===== config.mk =====
export PLATFORM = sky130hd
export DESIGN_NAME = sum_link_rx
export DESIGN_NICKNAME = d
export VERILOG_FILES = /design/src/rtl/sum_link_pkg.sv /design/src/rtl/sum_fifo.sv /design/src/rtl/sum_link_rx.sv
export SDC_FILE = /design/constraint.sdc
export NUM_CORES = 1
export LEC_CHECK = 0
export BUFFER_PORTS_ARGS = -buffer_cell sky130_fd_sc_hd__buf_2
export CORE_MARGIN = 10
export CORE_UTILIZATION = 32
export CTS_CLUSTER_SIZE = 16
export DETAILED_ROUTE_END_ITERATION = 10
export GPL_TIMING_DRIVEN = 0
export REMOVE_ABC_BUFFERS = 1
export SETUP_SLACK_MARGIN = 0.05
export SLEW_MARGIN = 20
export SYNTH_ARGS = -nofsm -noshare
export SYNTH_HDL_FRONTEND = slang
export SYNTH_SLANG_ARGS = --single-unit

===== constraint.sdc =====
create_clock -name clk -period 5.5 [get_ports clk]
set_input_delay 0.825 -clock clk [delete_from_list [all_inputs] [get_ports clk]]
set_output_delay 0.825 -clock clk [all_outputs]
set_load 0.02 [all_outputs]

===== src/rtl/sum_link_pkg.sv =====
// Shared definitions for both ends of the inter-core partial-sum link.
// The transmitter and receiver use the same widths, the same depth and
// the same receive FSM encoding.
package sum_link_pkg;

  localparam int BW_PSUM    = 20;
  localparam int SUM_W      = BW_PSUM + 4;
  localparam int LINK_DEPTH = 8;
  localparam int LINK_AW    = $clog2(LINK_DEPTH);

  // Receive-side pairing FSM: whether a local sum word is being held.
  typedef enum logic {
    NO_LOCAL = 1'b0,
    HOLD     = 1'b1
  } link_state_t;

endpackage


===== src/rtl/sum_fifo.sv =====
// Synchronous FIFO that buffers peer sum words.
// Ports:
//   clk, rst     clock, asynchronous active-high reset
//   i_push       write i_data this cycle. The caller must not push while
//                full unless it also pops in the same cycle.
//   i_pop        advance the read pointer. The caller must not pop while empty.
//   i_data       write data
//   o_data       FIFO head, valid whenever o_empty is 0
//   o_empty      registered count == 0
//   o_full       registered count == DEPTH
//   o_count      current occupancy
// A word written in cycle N appears at o_data in cycle N+1.
// There is no write-to-read bypass.
module sum_fifo #(
  parameter int W     = 24,
  parameter int DEPTH = 8
) (
  input  logic                       clk,
  input  logic                       rst,
  input  logic                       i_push,
  input  logic                       i_pop,
  input  logic [W-1:0]               i_data,
  output logic [W-1:0]               o_data,
  output logic                       o_empty,
  output logic                       o_full,
  output logic [$clog2(DEPTH):0]     o_count
);

  localparam int AW = $clog2(DEPTH);

  logic [W-1:0]  r_mem [DEPTH];
  logic [AW-1:0] r_wr_ptr;
  logic [AW-1:0] r_rd_ptr;
  logic [AW:0]   r_count;

  // Storage has no reset. The pointers and count alone decide what is valid.
  always_ff @(posedge clk) begin
    if (i_push) r_mem[r_wr_ptr] <= i_data;
  end

  // The pointers are exactly log2(DEPTH) bits wide, so they wrap naturally.
  always_ff @(posedge clk or posedge rst) begin
    if (rst) begin
      r_wr_ptr <= '0;
      r_rd_ptr <= '0;
      r_count  <= '0;
    end else begin
      if (i_push) r_wr_ptr <= r_wr_ptr + 1'b1;
      if (i_pop)  r_rd_ptr <= r_rd_ptr + 1'b1;
      case ({i_push, i_pop})
        2'b10:   r_count <= r_count + 1'b1;
        2'b01:   r_count <= r_count - 1'b1;
        default: r_count <= r_count;
      endcase
    end
  end

  assign o_data  = r_mem[r_rd_ptr];
  assign o_count = r_count;
  assign o_empty = (r_count == '0);
  assign o_full  = (r_count == (AW+1)'(DEPTH));

endmodule


===== src/rtl/sum_link_rx.sv =====
// Receive end of the inter-core partial-sum link.
// Peer words are buffered in sum_fifo. Each peer word is paired with a
// local sum word, and the total is registered out to the SFP stage.
// One credit pulse goes back to the peer transmitter for every FIFO pop.
// Ports:
//   clk, reset              clock, asynchronous active-high reset
//   rx_data/rx_valid        peer word and push request (credit-controlled)
//   rx_credit               one-cycle pulse per pop, registered
//   local_sum/local_valid   local core sum word
//   sfp_rd                  SFP can accept a combined total this cycle
//   sum_total/sum_valid     registered total and its one-cycle strobe
//   fifo_empty/fifo_full    FIFO status, derived from registered state
//   ovf_err/clr_err         sticky protocol error and its synchronous clear
//   dbg_state/dbg_count     FSM state and FIFO occupancy, for observation
// Handshake: a combine happens in the one cycle where the FIFO is non-empty,
// a local word is available (either held, or presented that cycle with
// local_valid), and sfp_rd is 1. That cycle pops the FIFO. sum_valid and
// rx_credit pulse in the following cycle. sfp_rd has no effect when no pair
// is available. rx_valid carries no ready signal back: the peer may send
// only while it holds a credit.
module sum_link_rx
  import sum_link_pkg::*;
(
  input  logic              clk,
  input  logic              reset,
  input  logic [SUM_W-1:0]  rx_data,
  input  logic              rx_valid,
  output logic              rx_credit,
  input  logic [SUM_W-1:0]  local_sum,
  input  logic              local_valid,
  input  logic              sfp_rd,
  output logic [SUM_W-1:0]  sum_total,
  output logic              sum_valid,
  output logic              fifo_empty,
  output logic              fifo_full,
  output logic              ovf_err,
  input  logic              clr_err,
  output link_state_t       dbg_state,
  output logic [LINK_AW:0]  dbg_count
);

  link_state_t       r_state, w_next;
  logic [SUM_W-1:0]  r_local;
  logic [SUM_W-1:0]  r_sum_total;
  logic              r_sum_valid;
  logic              r_credit;
  logic              r_ovf;

  logic [SUM_W-1:0]  w_head;
  logic [SUM_W-1:0]  w_operand;
  logic              w_empty, w_full;
  logic              w_pop, w_push, w_drop;
  logic              w_latch, w_hold_err;

  // A push while full is allowed only when a pop frees a slot in the
  // same cycle. Otherwise the peer has broken its credit count.
  assign w_push = rx_valid && (!w_full || w_pop);
  assign w_drop = rx_valid && w_full && !w_pop;

  sum_fifo #(.W(SUM_W), .DEPTH(LINK_DEPTH)) u_fifo (
    .clk     (clk),
    .rst     (reset),
    .i_push  (w_push),
    .i_pop   (w_pop),
    .i_data  (rx_data),
    .o_data  (w_head),
    .o_empty (w_empty),
    .o_full  (w_full),
    .o_count (dbg_count)
  );

  always_ff @(posedge clk or posedge reset) begin
    if (reset) r_state <= NO_LOCAL;
    else       r_state <= w_next;
  end

  always_comb begin
    w_next     = r_state;
    w_pop      = 1'b0;
    w_latch    = 1'b0;
    w_hold_err = 1'b0;
    w_operand  = local_sum;
    case (r_state)
      NO_LOCAL: begin
        if (local_valid && !w_empty && sfp_rd) begin
          // The incoming local word bypasses local_reg.
          w_pop = 1'b1;
        end else if (local_valid) begin
          w_latch = 1'b1;
          w_next  = HOLD;
        end
      end
      HOLD: begin
        w_operand = r_local;
        if (!w_empty && sfp_rd) begin
          w_pop = 1'b1;
          if (local_valid) w_latch = 1'b1;
          else             w_next  = NO_LOCAL;
        end else if (local_valid) begin
          // The held word is lost. Overwrite it and flag the error.
          w_latch    = 1'b1;
          w_hold_err = 1'b1;
        end
      end
      default: w_next = NO_LOCAL;
    endcase
  end

  always_ff @(posedge clk or posedge reset) begin
    if (reset) begin
      r_local     <= '0;
      r_sum_total <= '0;
      r_sum_valid <= 1'b0;
      r_credit    <= 1'b0;
      r_ovf       <= 1'b0;
    end else begin
      if (w_latch) r_local <= local_sum;
      // The add wraps modulo 2^SUM_W. The carry is discarded on purpose.
      if (w_pop)   r_sum_total <= w_operand + w_head;
      r_sum_valid <= w_pop;
      r_credit    <= w_pop;
      // A new error beats a clear in the same cycle.
      if (w_drop || w_hold_err) r_ovf <= 1'b1;
      else if (clr_err)         r_ovf <= 1'b0;
    end
  end

  assign rx_credit  = r_credit;
  assign sum_total  = r_sum_total;
  assign sum_valid  = r_sum_valid;
  assign fifo_empty = w_empty;
  assign fifo_full  = w_full;
  assign ovf_err    = r_ovf;
  assign dbg_state  = r_state;

endmodule


== Word level (Yosys, flattened, before mapping) ==
Memories as Yosys holds them, arrays and structs flattened.
Index checks and enable logic that the tools add are counted.
Operators by class
  add/sub/neg operators: 5
  equal/unequal tests: 3
  muxes and demuxes: 16
  bitwise logic cells: 1
  reduce and logical (&&, ||, !) cells: 14
Operators with widths (number)
  $add 24x24->24: 1
  $mux 24: 1
  $mux 1: 11
  $pmux 4 s2: 1
  $add 3x1->3 const B: 2
  $logic_and 1x1->1: 6
  $pmux 1 s2: 3
  $add 4x1->4 const B: 1
  $eq 4x4->1 const B: 1
  $logic_not 4->1: 1
  $reduce_bool 2->1: 2
  $sub 4x1->4 const B: 1
  $logic_not 1->1: 3
  $eq 2x1->1 const B: 1
  $eq 2x2->1 const B: 1
  $logic_or 1x1->1: 2
  $not 1->1: 1
Storage, ports and cells
  flip-flop bits (word level): 61
  memory bits (writable): 192
  bits of input ports: 54
  output and inout bits: 34
  logic and storage cells: 48
  memories kept: 1
Memory list
  u_fifo.r_mem: words 8, width 24, rd ports 1, clocked after memory_dff 0, write ports 1, line sum_fifo.sv:31  | logic [W-1:0] r_mem [DEPTH];

== Longest topological paths before layout ==
  depth in word-level cells: 10
  gate-level depth with buffers: 14
  mapped depth without buffers: 11

== Hierarchy ==
A second synthesis with hierarchy kept.
Unflattened totals
  cell total of the unflattened synthesis: 682
  area, all modules: 11247.0 um^2
Modules (own cells, without submodules)
  sum_fifo: instances 1, cells an instance 339, area each 7867.5 um^2, sequential area each 6015.8 um^2
  sum_link_rx: instances 1, cells an instance 343, area each 3379.5 um^2, sequential area each 1276.2 um^2

== Least setup slack after synthesis ==
Ideal clock, no wire load.
  path kind: register to register
  start point: reg u_fifo.r_rd_ptr[0]
  end point: reg r_sum_total[18] (netlist: sum_total[18])
  library setup time: 0.124 ns
  arrival: 3.904 ns
  required time: 5.376 ns
  setup slack: 1.472 ns
  cell stages (with the launch flop): 15
  path buffers: 3
  clock period less this slack: 4.028 ns
  path through: dfrtp_1 -> clkbuf_1 -> buf_2 -> buf_2 -> mux4_2 -> mux2_2 -> ha_1 -> fa_1 -> a211oi_2 -> o21ai_2 -> a2111oi_2 -> o31a_4 -> o31a_1 -> nor4b_2 -> a211o_1
On the way
  cells in the longest elaborated chain, start to end: 2
Ends and longest elaborated chain
  start: declaration: line sum_fifo.sv:33  | logic [AW-1:0] r_rd_ptr;
  start signal: assignment: line sum_fifo.sv:49  | if (i_pop) r_rd_ptr <= r_rd_ptr + 1'b1;
  $mem_v2 8x24
  $add 24x24->24: line sum_link_rx.sv:119  | if (w_pop) r_sum_total <= w_operand + w_head;
  end signal: assignment: line sum_link_rx.sv:119
  end: declaration: line sum_link_rx.sv:44  | logic [SUM_W-1:0] r_sum_total;
Every way passes these cells.
A chain may end at the register's enable or synchronous reset.

== Final worst setup path ==
  start point: reg u_fifo.r_rd_ptr[0]
  end point: reg r_sum_total[15] (netlist: sum_total[15])
The elaborated chain is that of the path after synthesis.

==> run metrics <==
status finished, final reports clean; Nets 867; Syn Area/Cell 16.3 sq um; Max Clock Skew approximately 19 ps; critical path fanouts, max 30; Resize count post-CTS 0; Top delay family on crit path compound AO/OA/AOI/OAI gates; maxcap violations 0; Worst slew margin 0.335; Port Buf Inserts slightly below 90; DIE WIDTH approximately 210 microns; Final Hold Vio Count 0; vias in the first global route 6,216; post-synth top area cell edfxtp_1; effective utilization at floorplan 0.324; reg2reg setup slack 1300 ps; largest net degree at the start of global routing 54; DPL Wire Length ~17,000 microns; count leader, synth edfxtp_1; Async SR Flop Fraction 0.241; WP data required slightly below 6000 ps; area growth from synthesis to layout 19.5%; share of the synthesized area in the top cell type 0.516; clock sinks ~250; GR Overflow Total 0; Clock transition at path regs approximately 60 ps; final WL 24,900 microns; Seq/Total Area, Yosys 0.652; path type of the worst setup path register to register; RR Startpoint u_fifo.r_rd_ptr[0]; CTS tree built; full die area about 43,000 sq um; global-route wire length before repair ~38,000 microns; hold crit path type input port to asynchronous set/reset pin; I/O pin cnt just under 90; max-slew violation count 0; unrepaired setup endpoints after global routing no; type of origin of the critical path register; synthesized instance count 687; Period minus WS final between 4000 and 5000 ps; pwr/cell area around 600 nW/um^2; post-route ant nets 0; H-tree depth 1; clk_lat worst skew 550 ps; vias per cell about 4.9; DRC errors left 0; Placer Congestion slightly below 0.8; reg-to-reg critical path endpoint sum_total[15]; unique cell type count in the Yosys netlist between 50 and 60; CP max-delay cell dfrtp_4; Worst-Margin Slew ~1000 ps; CP most frequent cell o21ai_0; core area ~35,000 sq um; synth top area cells edfxtp_1 (52%), dfrtp_1 (14%), mux4_2 (9.7%); via count roughly 6,000; f_max roughly 0.24 GHz; First DRT Iteration DRCs 416; EDFF count, synth 192; deepest clock path buffer count 3; fraction of layout cells with a size suffix above 1 0.366; Routed WL per cell around 20 microns; DRT Pass-1 Iters 4; Main synth FF type edfxtp_1; Static Leakage 0.00485 uW; final setup margin 1300 ps; CP Data Arrival Time approximately 4600 ps; synthesized flop and latch total around 250; Buf/Inv on CP 1; Mapped Area ~11,000 sq um; Final period util 0.764; CTS Buf Count 27; R2R cell count 11; critical path endpoint category register; Rows 68; initial antenna violation count 7; Max VDD drop 0.000259 V; total power around 8000 uW; worst stage delay on the critical path about 720 ps; Tot GR Track Use 0.115; Critical Path, Cell by Cell buf_16 > mux4_2 > mux2_2 > ha_1 > o21ai_0 > nor2_1 > o41ai_1 > nor3b_2 > o21ai_0 > xnor2_1 > o21ai_0; number of setup buffers added after CTS 0; hold buffers post-CTS 0; final setup fails 0; worst slack at placement 1240 ps; Root Buffer clkbuf_16; Chip Height approximately 210 microns; Synth warnings 0; fillcell total between 3,000 and 4,000; Post-synth top cells edfxtp_1 (192), mux2_2 (71), dfrtp_1 (61), nand2_1 (55), mux4_2 (48)
==> cell families after synthesis <==
family                   after synthesis  synth area share
AO/OA/AOI/OAI                        100            0.0614
XOR/XNOR                              25            0.0196
adder cells (fa/ha/maj)               30            0.0347
buffers and inverters                 47            0.0177
flip-flops                           253             0.652
multiplexers                         122             0.171
AND/OR/NAND/NOR                      110            0.0437
==> how the worst max path moves through the flow <==
| stage | from | to | slack [ps] | cells after the start |
|---|---|---|---|---|
| after global placement | dbg_state | u_fifo.r_mem[0][17] | -1200 | 5 |
| after detailed placement | u_fifo.r_rd_ptr[0] | sum_total[15] | 1240 | 11 |
| after floorplan | u_fifo.r_rd_ptr[0] | sum_total[18] | 450 | 11 |
| after global routing | u_fifo.r_rd_ptr[0] | sum_total[15] | 1010 | 11 |
| final | u_fifo.r_rd_ptr[0] | sum_total[15] | 1300 | 11 |
| after CTS | u_fifo.r_rd_ptr[0] | sum_total[15] | 1210 | 11 |
==> cells in the final DEF (no fill, tap or decap), types with 7 or more instances in the layout <==
cell type / netlist / final
edfxtp_1: 192 / 192
buf_2: 11 / 87
mux2_2: 71 / 71
dfrtp_1: 61 / 57
nand2_1: 55 / 55
mux4_2: 48 / 48
ha_1: 27 / 27
clkbuf_16: 0 / 27
o21ai_0: 25 / 25
a21oi_1: 19 / 19
nor2_1: 23 / 17
xnor2_1: 16 / 16
inv_1: 11 / 10
a21o_1: 10 / 10
xor2_1: 9 / 9
nand3_1: 8 / 8
buf_16: 0 / 7
==> final cells by class <==
type,count,area [sq um],share of cell area
Antenna cell,1,2.50,0.000187
Clock buffer,27,676,0.0506
Clock inverter,23,270,0.0202
Inverter,12,47.5,0.00356
Multi-Input combinational cell,387,3760,0.281
Sequential cell,253,7300,0.546
Tap cell,455,569,0.0426
Timing Repair Buffer,103,736,0.0551
==> sequential cells by signal (all words and copies together) (netlist names) <==
register and cells:
ovf_err 1, u_fifo.r_mem 192, dbg_state 1, r_local 24, sum_total 24, u_fifo.r_rd_ptr 3
rx_credit 1, u_fifo.o_count 4, u_fifo.r_wr_ptr 3
==> report_power, final <==
| group | internal, uW | total [uW] | switching [uW] |
|---|---|---|---|
| logic | 1550 | 3380 | 1830 |
| clock network | 1140 | 1910 | 765 |
| registers | 2440 | 2730 | 293 |
==> worst reg2reg max path: cells and delay by family, from the launching register on <==
| family | cells | cell delay [ps] |
|---|---|---|
| AOI/OAI and AO/OA | 4 | 1020 |
| muxes | 2 | 900 |
| DFF | 1 | 720 |
| and+or+nand+nor | 2 | 570 |
| adders and majority gates | 1 | 370 |
| buffers and inverters | 1 | 300 |
| xor gates and xnor gates | 1 | 160 |
==> through the flow <==
step                      setup TNS (ps)  cells  utilization  hold slack, ps  instance area [sq um]
after floorplan                        0    652            -             474                  11000
after global placement            -63610   1194        0.348             456                  12000
final                                  0   1261        0.387             255                  13400
after CTS                              0   1260        0.387             250                  13400
after detailed placement               0   1210        0.359             458                  12400
after global routing                   0   1260        0.387             272                  13400
==> per-layer routing <==
metal  part of all wire  global-route usage  vias to the layer above  wire length, microns
li1                   -                   -                     2875                     -
met1               0.44               0.150                     3085                 11000
met2               0.47               0.183                      130                 11800
met3              0.068              0.0321                       36                  1700
met4              0.014              0.0298                       12                   361
met5             0.0029                   0                        -                    73
Power figures use the tool's default switching activity.
